--- config.mk ---
export PLATFORM = sky130hd
export DESIGN_NAME = per_bridge_flat
export DESIGN_NICKNAME = d
export VERILOG_FILES = /design/src/rtl/per_bridge_pkg.sv /design/src/rtl/per_bridge_if.sv /design/src/rtl/per_rdata_align.sv /design/src/rtl/per_bridge.sv /design/src/flat_wrapper.sv
export SDC_FILE = /design/constraint.sdc
export NUM_CORES = 1
export LEC_CHECK = 0
export ABC_AREA = 1
export BUFFER_PORTS_ARGS = -buffer_cell sky130_fd_sc_hd__clkbuf_2
export CAP_MARGIN = 20
export CORE_MARGIN = 8
export CORE_UTILIZATION = 41
export CTS_BUF_LIST = sky130_fd_sc_hd__clkbuf_16
export DETAILED_ROUTE_END_ITERATION = 10
export GPL_ROUTABILITY_DRIVEN = 0
export PLACE_DENSITY = 0.77
export SKIP_CTS_REPAIR_TIMING = 1
export SLEW_MARGIN = 20
export SYNTH_ARGS = -nofsm -noshare
export SYNTH_HDL_FRONTEND = slang
export SYNTH_SLANG_ARGS = --single-unit
--- constraint.sdc ---
create_clock -name clk_i -period 1.6 [get_ports clk_i]
set_input_delay 0.08 -clock clk_i [delete_from_list [all_inputs] [get_ports clk_i]]
set_output_delay 0.08 -clock clk_i [all_outputs]
set_load 0.01 [all_outputs]
--- src/rtl/per_bridge_pkg.sv ---
// Shared definitions for the CPU-to-peripheral bridge: access sizes, FSM states,
// slot decode positions and the access legality check.
package per_bridge_pkg;

  typedef enum logic [1:0] {
    ST_IDLE   = 2'd0,
    ST_STROBE = 2'd1,
    ST_WAIT   = 2'd2,
    ST_DONE   = 2'd3
  } state_e;

  localparam logic [1:0] SIZE_BYTE = 2'd0;
  localparam logic [1:0] SIZE_HALF = 2'd1;
  localparam logic [1:0] SIZE_WORD = 2'd2;
  localparam logic [1:0] SIZE_ILL  = 2'd3;

  localparam int PER_SLOT_LSB  = 16;
  localparam int PER_SLOT_BITS = 4;

  // Any single failing condition makes the access illegal.
  function automatic logic access_legal(input logic [31:0] addr,
                                        input logic [1:0]  size,
                                        input logic        rd,
                                        input logic        wr,
                                        input logic [11:0] base_hi,
                                        input logic [4:0]  nslots);
    logic ok;
    ok = 1'b1;
    if (addr[31:20] != base_hi) ok = 1'b0;
    if ({1'b0, addr[PER_SLOT_LSB +: PER_SLOT_BITS]} >= nslots) ok = 1'b0;
    case (size)
      SIZE_HALF: if (addr[0]) ok = 1'b0;
      SIZE_WORD: if (addr[1:0] != 2'b00) ok = 1'b0;
      SIZE_ILL:  ok = 1'b0;
      default:   ok = ok;
    endcase
    if (rd && wr) ok = 1'b0;
    return ok;
  endfunction

endpackage

--- src/rtl/per_bridge_if.sv ---
// CPU-side and peripheral-side bus bundles of the bridge.
interface per_bridge_cpu_if;
  logic [31:0] addr;
  logic [31:0] wdata;
  logic [1:0]  size;
  logic        rd;
  logic        wr;
  logic [31:0] rdata;
  logic        ready;
  logic        error;

  modport master (output addr, wdata, size, rd, wr, input rdata, ready, error);
  modport slave  (input addr, wdata, size, rd, wr, output rdata, ready, error);
endinterface

interface per_bridge_per_if #(parameter int NSLOTS = 4);
  logic [15:0]          addr;
  logic [31:0]          wdata;
  logic [1:0]           size;
  logic [NSLOTS-1:0]    rd;
  logic [NSLOTS-1:0]    wr;
  logic [NSLOTS*32-1:0] rdata;

  modport master (output addr, wdata, size, rd, wr, input rdata);
  modport slave  (input addr, wdata, size, rd, wr, output rdata);
endinterface

--- src/rtl/per_rdata_align.sv ---
// Selects one slot's read data and right-aligns/zero-extends it to the access size.
module per_rdata_align
  import per_bridge_pkg::*;
#(
  parameter int NSLOTS = 4
) (
  input  logic [NSLOTS*32-1:0] per_rdata_i,
  input  logic [3:0]           slot_i,
  input  logic [1:0]           off_i,
  input  logic [1:0]           size_i,
  output logic [31:0]          rdata_o
);

  logic [31:0] sel_s;
  logic [31:0] shifted_s;

  always_comb begin
    sel_s = 32'h0000_0000;
    for (int i = 0; i < NSLOTS; i++) begin
      sel_s = (slot_i == 4'(i)) ? per_rdata_i[i*32 +: 32] : sel_s;
    end
    shifted_s = sel_s >> {off_i, 3'b000};
    case (size_i)
      SIZE_BYTE: rdata_o = {24'h00_0000, shifted_s[7:0]};
      SIZE_HALF: rdata_o = {16'h0000, shifted_s[15:0]};
      default:   rdata_o = shifted_s;
    endcase
  end

endmodule

--- src/rtl/per_bridge.sv ---
// CPU data-bus to peripheral-bus bridge: one access in flight, one-cycle slot
// strobe, fixed 3-cycle latency for legal accesses, 1-cycle error completion.
module per_bridge
  import per_bridge_pkg::*;
#(
  parameter int          NSLOTS    = 4,
  parameter logic [31:0] BASE_ADDR = 32'h8000_0000
) (
  input  logic             clk_i,
  input  logic             reset_n_i,
  per_bridge_cpu_if.slave  cpu_io,
  per_bridge_per_if.master per_io
);

  state_e state_q, state_d;

  logic [15:0]       per_addr_q, per_addr_d;
  logic [31:0]       per_wdata_q, per_wdata_d;
  logic [1:0]        per_size_q, per_size_d;
  logic [NSLOTS-1:0] per_rd_q, per_rd_d;
  logic [NSLOTS-1:0] per_wr_q, per_wr_d;
  logic [31:0]       rdata_q, rdata_d;
  logic              ready_q, ready_d;
  logic              error_q, error_d;
  logic              is_rd_q, is_rd_d;
  logic [3:0]        slot_q, slot_d;
  logic [1:0]        off_q, off_d;

  logic        req_s;
  logic        legal_s;
  logic [31:0] aligned_s;

  assign req_s   = cpu_io.rd | cpu_io.wr;
  assign legal_s = access_legal(cpu_io.addr, cpu_io.size, cpu_io.rd, cpu_io.wr,
                                BASE_ADDR[31:20], 5'(NSLOTS));

  per_rdata_align #(.NSLOTS(NSLOTS)) u_align (
    .per_rdata_i (per_io.rdata),
    .slot_i      (slot_q),
    .off_i       (off_q),
    .size_i      (per_size_q),
    .rdata_o     (aligned_s)
  );

  always_ff @(posedge clk_i or negedge reset_n_i) begin
    if (!reset_n_i) state_q <= ST_IDLE;
    else            state_q <= state_d;
  end

  always_comb begin
    state_d = state_q;
    case (state_q)
      ST_IDLE: begin
        if (req_s) state_d = legal_s ? ST_STROBE : ST_DONE;
        else       state_d = ST_IDLE;
      end
      ST_STROBE: state_d = ST_WAIT;
      ST_WAIT:   state_d = ST_DONE;
      ST_DONE:   state_d = ST_IDLE;
      default:   state_d = ST_IDLE;
    endcase
  end

  // Next values of every registered output; strobes and ready default to low.
  always_comb begin
    per_addr_d  = per_addr_q;
    per_wdata_d = per_wdata_q;
    per_size_d  = per_size_q;
    per_rd_d    = '0;
    per_wr_d    = '0;
    rdata_d     = rdata_q;
    ready_d     = 1'b0;
    error_d     = 1'b0;
    is_rd_d     = is_rd_q;
    slot_d      = slot_q;
    off_d       = off_q;
    case (state_q)
      ST_IDLE: begin
        if (req_s && legal_s) begin
          per_addr_d  = cpu_io.addr[15:0];
          per_wdata_d = cpu_io.wdata;
          per_size_d  = cpu_io.size;
          slot_d      = cpu_io.addr[PER_SLOT_LSB +: PER_SLOT_BITS];
          off_d       = cpu_io.addr[1:0];
          is_rd_d     = cpu_io.rd;
          rdata_d     = 32'h0000_0000;
          per_rd_d    = cpu_io.rd ? (NSLOTS'(1) << slot_d) : '0;
          per_wr_d    = cpu_io.wr ? (NSLOTS'(1) << slot_d) : '0;
        end else if (req_s) begin
          rdata_d = 32'h0000_0000;
          ready_d = 1'b1;
          error_d = 1'b1;
        end else begin
          rdata_d = rdata_q;
        end
      end
      ST_WAIT: begin
        rdata_d = is_rd_q ? aligned_s : 32'h0000_0000;
        ready_d = 1'b1;
      end
      default: begin
        ready_d = 1'b0;
      end
    endcase
  end

  // Output and access-context registers.
  always_ff @(posedge clk_i or negedge reset_n_i) begin
    if (!reset_n_i) begin
      per_addr_q  <= 16'h0000;
      per_wdata_q <= 32'h0000_0000;
      per_size_q  <= 2'b00;
      per_rd_q    <= '0;
      per_wr_q    <= '0;
      rdata_q     <= 32'h0000_0000;
      ready_q     <= 1'b0;
      error_q     <= 1'b0;
      is_rd_q     <= 1'b0;
      slot_q      <= 4'h0;
      off_q       <= 2'b00;
    end else begin
      per_addr_q  <= per_addr_d;
      per_wdata_q <= per_wdata_d;
      per_size_q  <= per_size_d;
      per_rd_q    <= per_rd_d;
      per_wr_q    <= per_wr_d;
      rdata_q     <= rdata_d;
      ready_q     <= ready_d;
      error_q     <= error_d;
      is_rd_q     <= is_rd_d;
      slot_q      <= slot_d;
      off_q       <= off_d;
    end
  end

  assign per_io.addr  = per_addr_q;
  assign per_io.wdata = per_wdata_q;
  assign per_io.size  = per_size_q;
  assign per_io.rd    = per_rd_q;
  assign per_io.wr    = per_wr_q;
  assign cpu_io.rdata = rdata_q;
  assign cpu_io.ready = ready_q;
  assign cpu_io.error = error_q;

endmodule
--- src/flat_wrapper.sv ---
// flat-port wrapper written by rule: the top's interface ports become plain ports
module per_bridge_flat import per_bridge_pkg::*;
#(
  parameter int          NSLOTS    = 4,
  parameter logic [31:0] BASE_ADDR = 32'h8000_0000
)
  (clk_i, reset_n_i, cpu_io_addr, cpu_io_wdata, cpu_io_size, cpu_io_rd, cpu_io_wr, cpu_io_rdata, cpu_io_ready, cpu_io_error, per_io_addr, per_io_wdata, per_io_size, per_io_rd, per_io_wr, per_io_rdata);
  per_bridge_cpu_if cpu_io_i ();
  per_bridge_per_if #(.NSLOTS(NSLOTS)) per_io_i ();
  input  logic clk_i;
  input  logic reset_n_i;
  input wire logic [$bits(cpu_io_i.addr)-1:0] cpu_io_addr;
  input wire logic [$bits(cpu_io_i.wdata)-1:0] cpu_io_wdata;
  input wire logic [$bits(cpu_io_i.size)-1:0] cpu_io_size;
  input wire logic [$bits(cpu_io_i.rd)-1:0] cpu_io_rd;
  input wire logic [$bits(cpu_io_i.wr)-1:0] cpu_io_wr;
  output wire logic [$bits(cpu_io_i.rdata)-1:0] cpu_io_rdata;
  output wire logic [$bits(cpu_io_i.ready)-1:0] cpu_io_ready;
  output wire logic [$bits(cpu_io_i.error)-1:0] cpu_io_error;
  output wire logic [$bits(per_io_i.addr)-1:0] per_io_addr;
  output wire logic [$bits(per_io_i.wdata)-1:0] per_io_wdata;
  output wire logic [$bits(per_io_i.size)-1:0] per_io_size;
  output wire logic [$bits(per_io_i.rd)-1:0] per_io_rd;
  output wire logic [$bits(per_io_i.wr)-1:0] per_io_wr;
  input wire logic [$bits(per_io_i.rdata)-1:0] per_io_rdata;
  assign cpu_io_i.addr = cpu_io_addr;
  assign cpu_io_i.wdata = cpu_io_wdata;
  assign cpu_io_i.size = cpu_io_size;
  assign cpu_io_i.rd = cpu_io_rd;
  assign cpu_io_i.wr = cpu_io_wr;
  assign cpu_io_rdata = cpu_io_i.rdata;
  assign cpu_io_ready = cpu_io_i.ready;
  assign cpu_io_error = cpu_io_i.error;
  assign per_io_addr = per_io_i.addr;
  assign per_io_wdata = per_io_i.wdata;
  assign per_io_size = per_io_i.size;
  assign per_io_rd = per_io_i.rd;
  assign per_io_wr = per_io_i.wr;
  assign per_io_i.rdata = per_io_rdata;
  per_bridge #(.NSLOTS(NSLOTS), .BASE_ADDR(BASE_ADDR)) u_core (.clk_i(clk_i), .reset_n_i(reset_n_i), .cpu_io(cpu_io_i), .per_io(per_io_i));
endmodule
==> results of run 1 <==
critical path, delay by kind of cell, from the launching register on:
family          cells  cell delay, ns
compound gates      1            0.15
buf+inv             3            0.41
flops               1            0.41
simple gates        6            0.62
state kept, by name, indices dropped and copies added (netlist names):
signal,flops
u_core.per_io.wdata,32
u_core.per_io.rd,4
u_core.cpu_io.ready,1
u_core.per_io.size,2
u_core.per_io.addr,15
u_core.per_io.wr,4
u_core.cpu_io.error,1
u_core.off_q,1
u_core.state_q,2
u_core.is_rd_q,1
u_core.cpu_io.rdata,32
u_core.slot_q,4
area by class of cell:
| class | count | area (sq um) | area share (%) |
|---|---|---|---|
| repair buffers | 392 | 2650 | 30.3 |
| multi-input cells | 561 | 2860 | 32.7 |
| well taps | 176 | 220 | 2.52 |
| flip-flops and latches | 99 | 2480 | 28.4 |
| clock inverters | 7 | 128 | 1.46 |
| inverters | 44 | 180 | 2.06 |
| clock buffers | 9 | 225 | 2.58 |
path summary, 6_finish.rpt:
kind	startpoint	to	slack (ns)	cells past startpoint
worst min-delay path	cpu_io_addr[0]	u_core.off_q[0]	-0.005	3
worst min register to register	u_core.cpu_io.rdata[16]	u_core.cpu_io.rdata[16]	0.48	2
min in group asynchronous	reset_n_i	u_core.cpu_io.rdata[16]	0.22	2
max in group asynchronous	reset_n_i	u_core.slot_q[1]	0.82	3
worst max-delay path	u_core.slot_q[2]	u_core.cpu_io.rdata[9]	-0.03	10
worst max register to register	u_core.slot_q[2]	u_core.cpu_io.rdata[9]	-0.03	10
layout by cell type (no fill, tap or decap), drive strengths merged:
cell	synthesis	routed
a21oi	9	9
buf	27	48
bufinv	0	3
clkbuf	19	303
clkinv	1	5
clkinvlp	0	1
dfrtp	99	99
dlygate4sd3	0	50
ha	2	2
inv	43	42
nand2	260	260
nand3	182	182
nand3b	25	25
nand4	11	11
nor2	24	24
nor3	2	2
nor4	1	1
o211ai	6	6
o21a	2	2
o21ai	28	28
or2	9	9
power groups by stage:
| stage | clock network, mW | registers [mW] | logic [mW] |
|---|---|---|---|
| after global routing | 2.67 | 2.58 | 1.15 |
| after floorplan | 0 | 2.63 | 0.403 |
| after global placement | 0 | 2.62 | 0.873 |
| after CTS | 2.55 | 2.57 | 0.891 |
| final | 2.51 | 2.58 | 1.07 |
| after detailed placement | 0 | 2.62 | 0.886 |
through the flow:
stage               util (%)  setup slack, ns  TNS (ns)
floorplan                  -           0.0298         0
global placement        56.3          -0.0518    -0.539
detailed placement      56.3          -0.0881     -1.08
CTS                     59.0           -0.105     -1.57
global route            66.5           -0.113     -2.39
finish                  66.5          -0.0323    -0.133
cell families after synthesis:
group / count (synthesis)
adders and majority gates: 2
and+or+nand+nor: 514
AOI/OAI and AO/OA: 45
buffers and inverters: 90
DFF: 99
routing by layer:
metal / vias to the layer above / part of all wire (%) / wire (um)
li1: 3186 / - / -
met1: 3177 / 36 / 8860
met2: 440 / 49 / 11900
met3: 85 / 10 / 2430
met4: 2 / 4.4 / 1060
met5: - / 0.054 / 13
==> impl_metrics.tcl, run 1 <==
set metrics [dict create \
    synth_adder_area_share_pct 0.456 \
    netlist_area_sq_um 5490 \
    ys_types 30 \
    clkTransAtPathRegs_ns 0.07 \
    layout_setup_ws_ns -0.0323 \
    fin_cells 1288 \
    drive_above_1_share_pct 38.6 \
    cp_max_fo 18 \
    synth-edff-count 0 \
    synth_top_area_cell "dfrtp_1" \
    io_pins 290 \
    cts_buffers 9 \
    max_stage_delay_ns 0.41 \
    crit_arrival_ns 1.92 \
    drtPass1Iterations 7 \
    fin_crit_sh_pct 102 \
    ant_nets 0 \
    synth_compound_area_share_pct 4.53 \
    core_area_sq_um 13100 \
    grt_pass1_wl_um 33800 \
    placed_area_sq_um 7400 \
    die_h_um 132 \
    violations "negative hold slack, negative setup slack" \
    stdcell_area_sq_um 8740 \
    numClockSinks 99 \
    path_common_cell "buf_12" \
    maxCapViolCount 0 \
    start_kind "flop" \
    drc 0 \
    synth_area_leaders "dfrtp_1 (45%), nand2_1 (18%), nand3_1 (16%)" \
    dp_cells 1210 \
    finalPower_mw 6.15 \
    final_nets 1307 \
    synthMuxAreaShare_pct 0 \
    synth_top_cell_area_share_pct 45.1 \
    synth_top_family_by_area "simple AND/OR/NAND/NOR gates" \
    setup_viol 7 \
    grt_start_max_net_pins 53 \
    diodes 0 \
    portBuffers 289 \
    skew_ns 0.00565 \
    pwr-share-seq_pct 41.9 \
    synth.most_common_cell "nand2_1" \
    antenna_found_initial 1 \
    comb_power_share_pct 17.3 \
    grt_use_met1_pct 27.5 \
    syn_nets 950 \
    switchingPower_mw 1.58 \
    status "finished, violations left" \
    busiest_layer "met2" \
    hp-class "input port to flop" \
    critPathKind "flop to flop" \
    grt_remaining_overflow 0 \
    avgSynthCellArea_sq_um 7.32 \
    syn_to_final_growth_pct 59.1 \
    relSlewSlack_pct 71.1 \
    wl_um 24300 \
    hold_ws_ns -0.00454 \
    avgViaCountPerCell 5.35 \
    synthSimpleGateAreaFrac_pct 43.2 \
    ys.flop_type "dfrtp_1" \
    p_clk_share_pct 40.8 \
    rsz0062_at_grt "yes" \
    leakage_nw 4.88 \
    cp-end-kind "flop" \
    fillers 1112 \
    ys_async_sr_fraction_pct 100 \
    ys_ff_latch 99 \
    die_area_sq_um 17400 \
    cts_root_buf "clkbuf_16" \
    fp.dieW_um 132 \
    wire_per_inst_um 18.8 \
    synth_top_cells_by_count "nand2_1 (259), nand3_1 (181), dfrtp_1 (99), inv_1 (38), nand3b_1 (25)" \
    grt_use_met3_pct 8.19 \
    rows 42 \
    place_hpwl_um 17200 \
    seq_area_frac_synth_pct 45.1 \
    track_usage_pct 24.2 \
    clock_latency_ns 0.34 \
    layout_min_cycle_time_ns 1.63 \
    power.internal_mw 4.58 \
    cp_slowest_cell "dfrtp_1" \
    clockBufferDepth 2 \
    cts_tree "yes" \
    vdd_drop_max_uv 610 \
    worst_slew_pin_slew_ns 0.434 \
    critPathRequiredTime_ns 1.88 \
    pwr_density_cell_nw_per_um2 704 \
    hold_viol 1 \
    yosys_warnings 0 \
    drv_slew 0 \
    max_freq_mhz 613 \
    netSwitchingFraction_pct 25.6 \
    grt_pass1_vias 6512 \
    h-tree-depth 3 \
    initial_core_util_pct 41.8 \
    synth_xor_area_share_pct 0 \
    grtUsageMet2_pct 41.7 \
    synthCells 750 \
    drtIter0Drc 623 \
    num_vias 6890 \
    crit_chain "nor2_4, buf_12, buf_12, buf_12, nand3_1, nand3_2, nand3_1, a21oi_1, nand2_1, nand2_1" \
]
No activity file was read; power rests on OpenSTA's default activity.
==> inputs of run 2 (changes only) <==
--- a/config.mk
+++ b/config.mk
@@ -13,7 +13,7 @@
 export CTS_BUF_LIST = sky130_fd_sc_hd__clkbuf_16
 export DETAILED_ROUTE_END_ITERATION = 10
 export GPL_ROUTABILITY_DRIVEN = 0
-export PLACE_DENSITY = 0.77
+export PLACE_DENSITY_LB_ADDON = 0.08
 export SKIP_CTS_REPAIR_TIMING = 1
 export SLEW_MARGIN = 20
 export SYNTH_ARGS = -nofsm -noshare
==> constraint.sdc (replaced) <==
create_clock -name clk_i -period 1.6 [get_ports clk_i]
set_input_delay 0.08 -clock clk_i [delete_from_list [all_inputs] [get_ports clk_i]]
set_output_delay 0.08 -clock clk_i [all_outputs]
set_load 0.1 [all_outputs]
==> run 2 against run 1 <==
Net effect: routed wire length is 3.7% lower; largest cell class unchanged; sequential power barely moved; the run ends with negative setup slack left; largest power group unchanged; global-route usage up 0.37 points; total power fell by 1.7%; first-iteration DRC count shrank 35%; critical path type unchanged; utilization increased by 1.3 points; hold slack better by 0.018 ns; highest routed layer is now met4.
==> impl_metrics.tcl, run 2 (synthesis results as in run 1) <==
set metrics [dict create \
    status "finished, violations left" \
    violations "negative setup slack" \
    h-tree-depth 3 \
    relSlewSlack_pct 61.3 \
    critPathRequiredTime_ns 1.85 \
    cts_buffers 9 \
    layout_min_cycle_time_ns 1.65 \
    drc 0 \
    grt_start_max_net_pins 47 \
    leakage_nw 4.91 \
    drv_slew 0 \
    grt_remaining_overflow 0 \
    setup_viol 23 \
    numClockSinks 99 \
    dp_cells 1212 \
    hp-class "input port to flop" \
    final_nets 1313 \
    ant_nets 0 \
    cts_root_buf "clkbuf_16" \
    maxCapViolCount 0 \
    skew_ns 0.00914 \
    fp.dieW_um 132 \
    num_vias 6755 \
    cp_max_fo 7 \
    fin_tns_setup_ns -0.658 \
    layout_setup_ws_ns -0.0499 \
    start_kind "flop" \
    pwr_density_cell_nw_per_um2 680 \
    antenna_found_initial 2 \
    portBuffers 289 \
    grt_pass1_wl_um 33900 \
    wl_um 23400 \
    fillers 1146 \
    rows 42 \
    hold_viol 0 \
    wire_per_inst_um 18.0 \
    final_common_cell "clkbuf_2" \
    final_cell_mix "clkbuf_2 (286), nand2_1 (256), nand3_1 (139)" \
    worst_slew_pin_slew_ns 0.582 \
    clockBufferDepth 2 \
    drive_above_1_share_pct 40.3 \
    cts_tree "yes" \
    stdcell_area_sq_um 8900 \
    io_pins 290 \
    place_hpwl_um 17100 \
    fin_crit_sh_pct 103 \
    placed_area_sq_um 7450 \
    clock_latency_ns 0.36 \
    max_freq_mhz 606 \
    core_area_sq_um 13100 \
    syn_to_final_growth_pct 62.1 \
    fin_cells 1296 \
    clkTransAtPathRegs_ns 0.08 \
    drtIter0Drc 407 \
    track_usage_pct 24.6 \
    rsz0062_at_grt "yes" \
    drtPass1Iterations 5 \
    cp-end-kind "flop" \
    critPathKind "flop to flop" \
    initial_core_util_pct 41.8 \
    vdd_drop_max_uv 626 \
    fin_util_pct 67.8 \
    avgViaCountPerCell 5.21 \
    hold_ws_ns 0.0138 \
    die_h_um 132 \
    die_area_sq_um 17400 \
    crit_arrival_ns 1.90 \
    grt_pass1_vias 6329 \
]
[run 2: area by class of cell]
class	instances	area [sq um]	area share (%)
multi-input combinational	561	2950	33.1
tap	176	220	2.47
clock buffer	9	225	2.53
sequential	99	2490	28.0
inverter	44	175	1.97
antenna	2	5.00	0.0562
timing repair buffer	398	2750	30.9
clock inverter	7	87.6	0.984
[run 2: worst paths after layout]
kind | start | endpoint | slack [ns] | depth (start not counted)
min in group asynchronous | reset_n_i | u_core.cpu_io.rdata[24] | 0.12 | 2
worst min-delay path | cpu_io_addr[17] | u_core.per_io.rd[3] | 0.01 | 3
worst max register to register | u_core.slot_q[2] | u_core.cpu_io.rdata[5] | -0.05 | 10
worst max-delay path | u_core.slot_q[2] | u_core.cpu_io.rdata[5] | -0.05 | 10
worst min register to register | u_core.per_io.addr[14] | u_core.per_io.addr[14] | 0.48 | 2
max in group asynchronous | reset_n_i | u_core.per_io.size[1] | 0.87 | 3
[run 2: critical path, cell delays in order (launching register included)]
cell and delay, ns:
dfrtp_1 0.41, nor2_4 0.22, clkbuf_16 0.21, buf_4 0.15, nand3b_1 0.08, nand2_1 0.09, inv_1 0.05, nand3_1 0.06
nand3_1 0.12, nand3_1 0.10, nand2_1 0.05
[run 2: per-stage QoR]
step / setup slack (ns) / power (mW)
6_report: -0.0499 / 6.05
3_3_place_gp: -0.0356 / 3.65
4_1_cts: -0.0556 / 5.93
5_1_grt: -0.138 / 6.28
2_1_floorplan: 0.0206 / 3.20
3_5_place_dp: -0.0439 / 3.66
[run 2: layer usage]
metal | GRT usage, % | part of all wire (%) | up-vias
met5 | 0 | 0 | -
met4 | 11.9 | 4.7 | 0
met3 | 9.53 | 9.2 | 67
met2 | 39.6 | 48 | 322
met1 | 28.2 | 38 | 3161
li1 | - | - | 3205
[run 2: power by group]
| group | internal (mW) | switching (mW) | total (mW) |
|---|---|---|---|
| combinational | 0.453 | 0.732 | 1.18 |
| sequential | 2.55 | 0.0202 | 2.57 |
| clock | 1.24 | 1.05 | 2.29 |
| total | 4.25 | 1.80 | 6.05 |
==> inputs of run 3 (changes only) <==
--- a/config.mk
+++ b/config.mk
@@ -5,7 +5,7 @@
 export SDC_FILE = /design/constraint.sdc
 export NUM_CORES = 1
 export LEC_CHECK = 0
-export ABC_AREA = 1
+export ABC_AREA = 0
 export BUFFER_PORTS_ARGS = -buffer_cell sky130_fd_sc_hd__clkbuf_2
 export CAP_MARGIN = 20
 export CORE_MARGIN = 8
==> run 3 against run 2 <==
Net effect: the flow still finishes with violations (negative setup slack); total power up 2.2%; non-clock buffer count is 17 higher; worst setup slack worse by 0.24 ns; sequential power about the same; register-to-register slack got worse by 0.24 ns; count of clock-buffer cells in the layout stayed put; clock skew shrank 0.0018 ns; sequential cell count is the same; critical path type unchanged; via count decreased by 26%; cell area down 1.4%.
==> impl_metrics.tcl, run 3 <==
set metrics [dict create \
    status "finished, violations left" \
    violations "negative setup slack" \
    synth_top_cells_by_count "dfrtp_1 (99), mux2_2 (59), mux4_2 (31), nand2_1 (27), mux2i_1 (16)" \
    finalPower_mw 6.19 \
    die_h_um 129 \
    reg2reg_from "u_core.slot_q[1]" \
    core_area_sq_um 12500 \
    fillers 901 \
    avgSynthCellArea_sq_um 13.8 \
    layout_setup_ws_ns -0.286 \
    clockBufferDepth 2 \
    drive_above_1_share_pct 65.6 \
    skew_ns 0.00738 \
    syn_to_final_growth_pct 68.9 \
    rows 41 \
    grt_remaining_overflow 0 \
    max_freq_mhz 530 \
    cts_root_buf "clkbuf_16" \
    synth_top_area_cell "dfrtp_1" \
    fin_crit_sh_pct 118 \
    ys_async_sr_fraction_pct 100 \
    placed_area_sq_um 7470 \
    r2r_end "u_core.cpu_io.rdata[4]" \
    grt_start_max_net_pins 44 \
    synth.most_common_cell "dfrtp_1" \
    pwr_density_cell_nw_per_um2 704 \
    seq_area_frac_synth_pct 47.7 \
    leakage_nw 4.46 \
    ant_nets 0 \
    io_pins 290 \
    clock_latency_ns 0.34 \
    rr_worst_depth 5 \
    rrSetupSlack_ns -0.29 \
    rsz0062_at_grt "yes" \
    start_kind "flop" \
    ys_types 49 \
    drtIter0Drc 372 \
    setup_viol 83 \
    crit_chain "clkbuf_16, mux2_4, mux4_2, a32oi_1, nand2_1" \
    h-tree-depth 3 \
    wire_per_inst_um 21.4 \
    hold_depth 2 \
    initial_core_util_pct 41.5 \
    layout_min_cycle_time_ns 1.89 \
    antenna_found_initial 3 \
    ys_ff_latch 99 \
    fin_cells 954 \
    numClockSinks 99 \
    final_nets 977 \
    diodes 0 \
    holdCritStartpoint "cpu_io_addr[10]" \
    dp_cells 869 \
    maxCapViolCount 0 \
    fp.dieW_um 129 \
    hp-class "input port to flop" \
    worst_slew_pin_slew_ns 0.583 \
    final_common_cell "clkbuf_2" \
    fin_tns_setup_ns -8.91 \
    die_area_sq_um 16500 \
    drtPass1Iterations 4 \
    wl_um 20400 \
    cp_slowest_cell "dfrtp_2" \
    critPathRequiredTime_ns 1.82 \
    grt_pass1_vias 5033 \
    cts_buffers 9 \
    critPathKind "flop to flop" \
    synth_area_leaders "dfrtp_1 (48%), mux4_2 (13%), mux2_2 (13%)" \
    drc 0 \
    grt_pass1_wl_um 27700 \
    min_to "u_core.per_io.addr[10]" \
    cp_max_fo 7 \
    yosys_warnings 0 \
    max_stage_delay_ns 0.50 \
    ys.flop_type "dfrtp_1" \
    crit_arrival_ns 2.11 \
    synth_top_cell_area_share_pct 47.7 \
    track_usage_pct 21.7 \
    fin_util_pct 70.1 \
    hold_viol 0 \
    clkTransAtPathRegs_ns 0.07 \
    cp-end-kind "flop" \
    synthCells 376 \
    syn_nets 576 \
    final_cell_mix "clkbuf_2 (287), dfrtp_1 (93), mux2_4 (58)" \
    portBuffers 289 \
    drv_slew 0 \
    relSlewSlack_pct 61.3 \
    num_vias 5008 \
    cts_tree "yes" \
    avgViaCountPerCell 5.25 \
    place_hpwl_um 15300 \
    vdd_drop_max_uv 715 \
    netlist_area_sq_um 5200 \
    stdcell_area_sq_um 8780 \
    synth-edff-count 0 \
]
-- run 3: logic make-up after synthesis --
kind of cell,Yosys count,synth area share [%]
AOI/OAI and AO/OA,60,8.74
adders and majority gates,2,0.481
buffers and inverters,32,4.33
DFF,99,47.7
muxes,109,30.4
and+or+nand+nor,74,8.42
-- run 3: layout make-up --
type / count / area [sq um] / share of cell area (%)
Sequential cell: 99 / 2490 / 28.4
Clock buffer: 9 / 225 / 2.57
Clock inverter: 7 / 68.8 / 0.784
Timing Repair Buffer: 415 / 2900 / 33.0
Tap cell: 172 / 215 / 2.45
Inverter: 7 / 28.8 / 0.328
Multi-Input combinational cell: 245 / 2850 / 32.5
-- run 3: through the flow --
step | setup slack (ns) | hold slack [ns]
2_1_floorplan | -0.166 | -0.216
6_report | -0.286 | 0.00729
4_1_cts | -0.281 | -0.317
3_3_place_gp | -0.241 | 0.0469
3_5_place_dp | -0.274 | 0.0492
5_1_grt | -0.358 | 0.00598
-- run 3: routing by layer --
metal | wire length [um] | up-vias | GRT usage (%)
li1 | - | 2266 | -
met1 | 8120 | 2490 | 26.3
met2 | 10200 | 220 | 36.8
met3 | 1730 | 28 | 6.50
met4 | 370 | 4 | 5.94
met5 | 18 | - | 0
-- run 3: worst max-delay path by stage --
stage	startpoint	to	slack [ns]
floorplan	u_core.slot_q[1]	u_core.cpu_io.rdata[3]	-0.17
global placement	u_core.slot_q[1]	u_core.cpu_io.rdata[8]	-0.24
detailed placement	u_core.slot_q[1]	u_core.cpu_io.rdata[8]	-0.27
CTS	u_core.state_q[0]	u_core.cpu_io.rdata[26]	-0.28
global route	u_core.slot_q[1]	u_core.cpu_io.rdata[6]	-0.36
finish	u_core.slot_q[1]	u_core.cpu_io.rdata[4]	-0.29
-- run 3: worst max-delay path: cells and delay by family (launching register included) --
| family | cells | cell delay, ns |
|---|---|---|
| and+or+nand+nor | 1 | 0.08 |
| AOI/OAI and AO/OA | 1 | 0.22 |
| buffers and inverters | 1 | 0.20 |
| DFF | 1 | 0.50 |
| muxes | 2 | 0.77 |
-- run 3: where the power goes --
part / total [mW] / internal, mW / switching, mW
registers: 2.58 / 2.55 / 0.0218
clock network: 2.14 / 1.21 / 0.931
logic: 1.47 / 0.655 / 0.814
total: 6.19 / 4.42 / 1.77
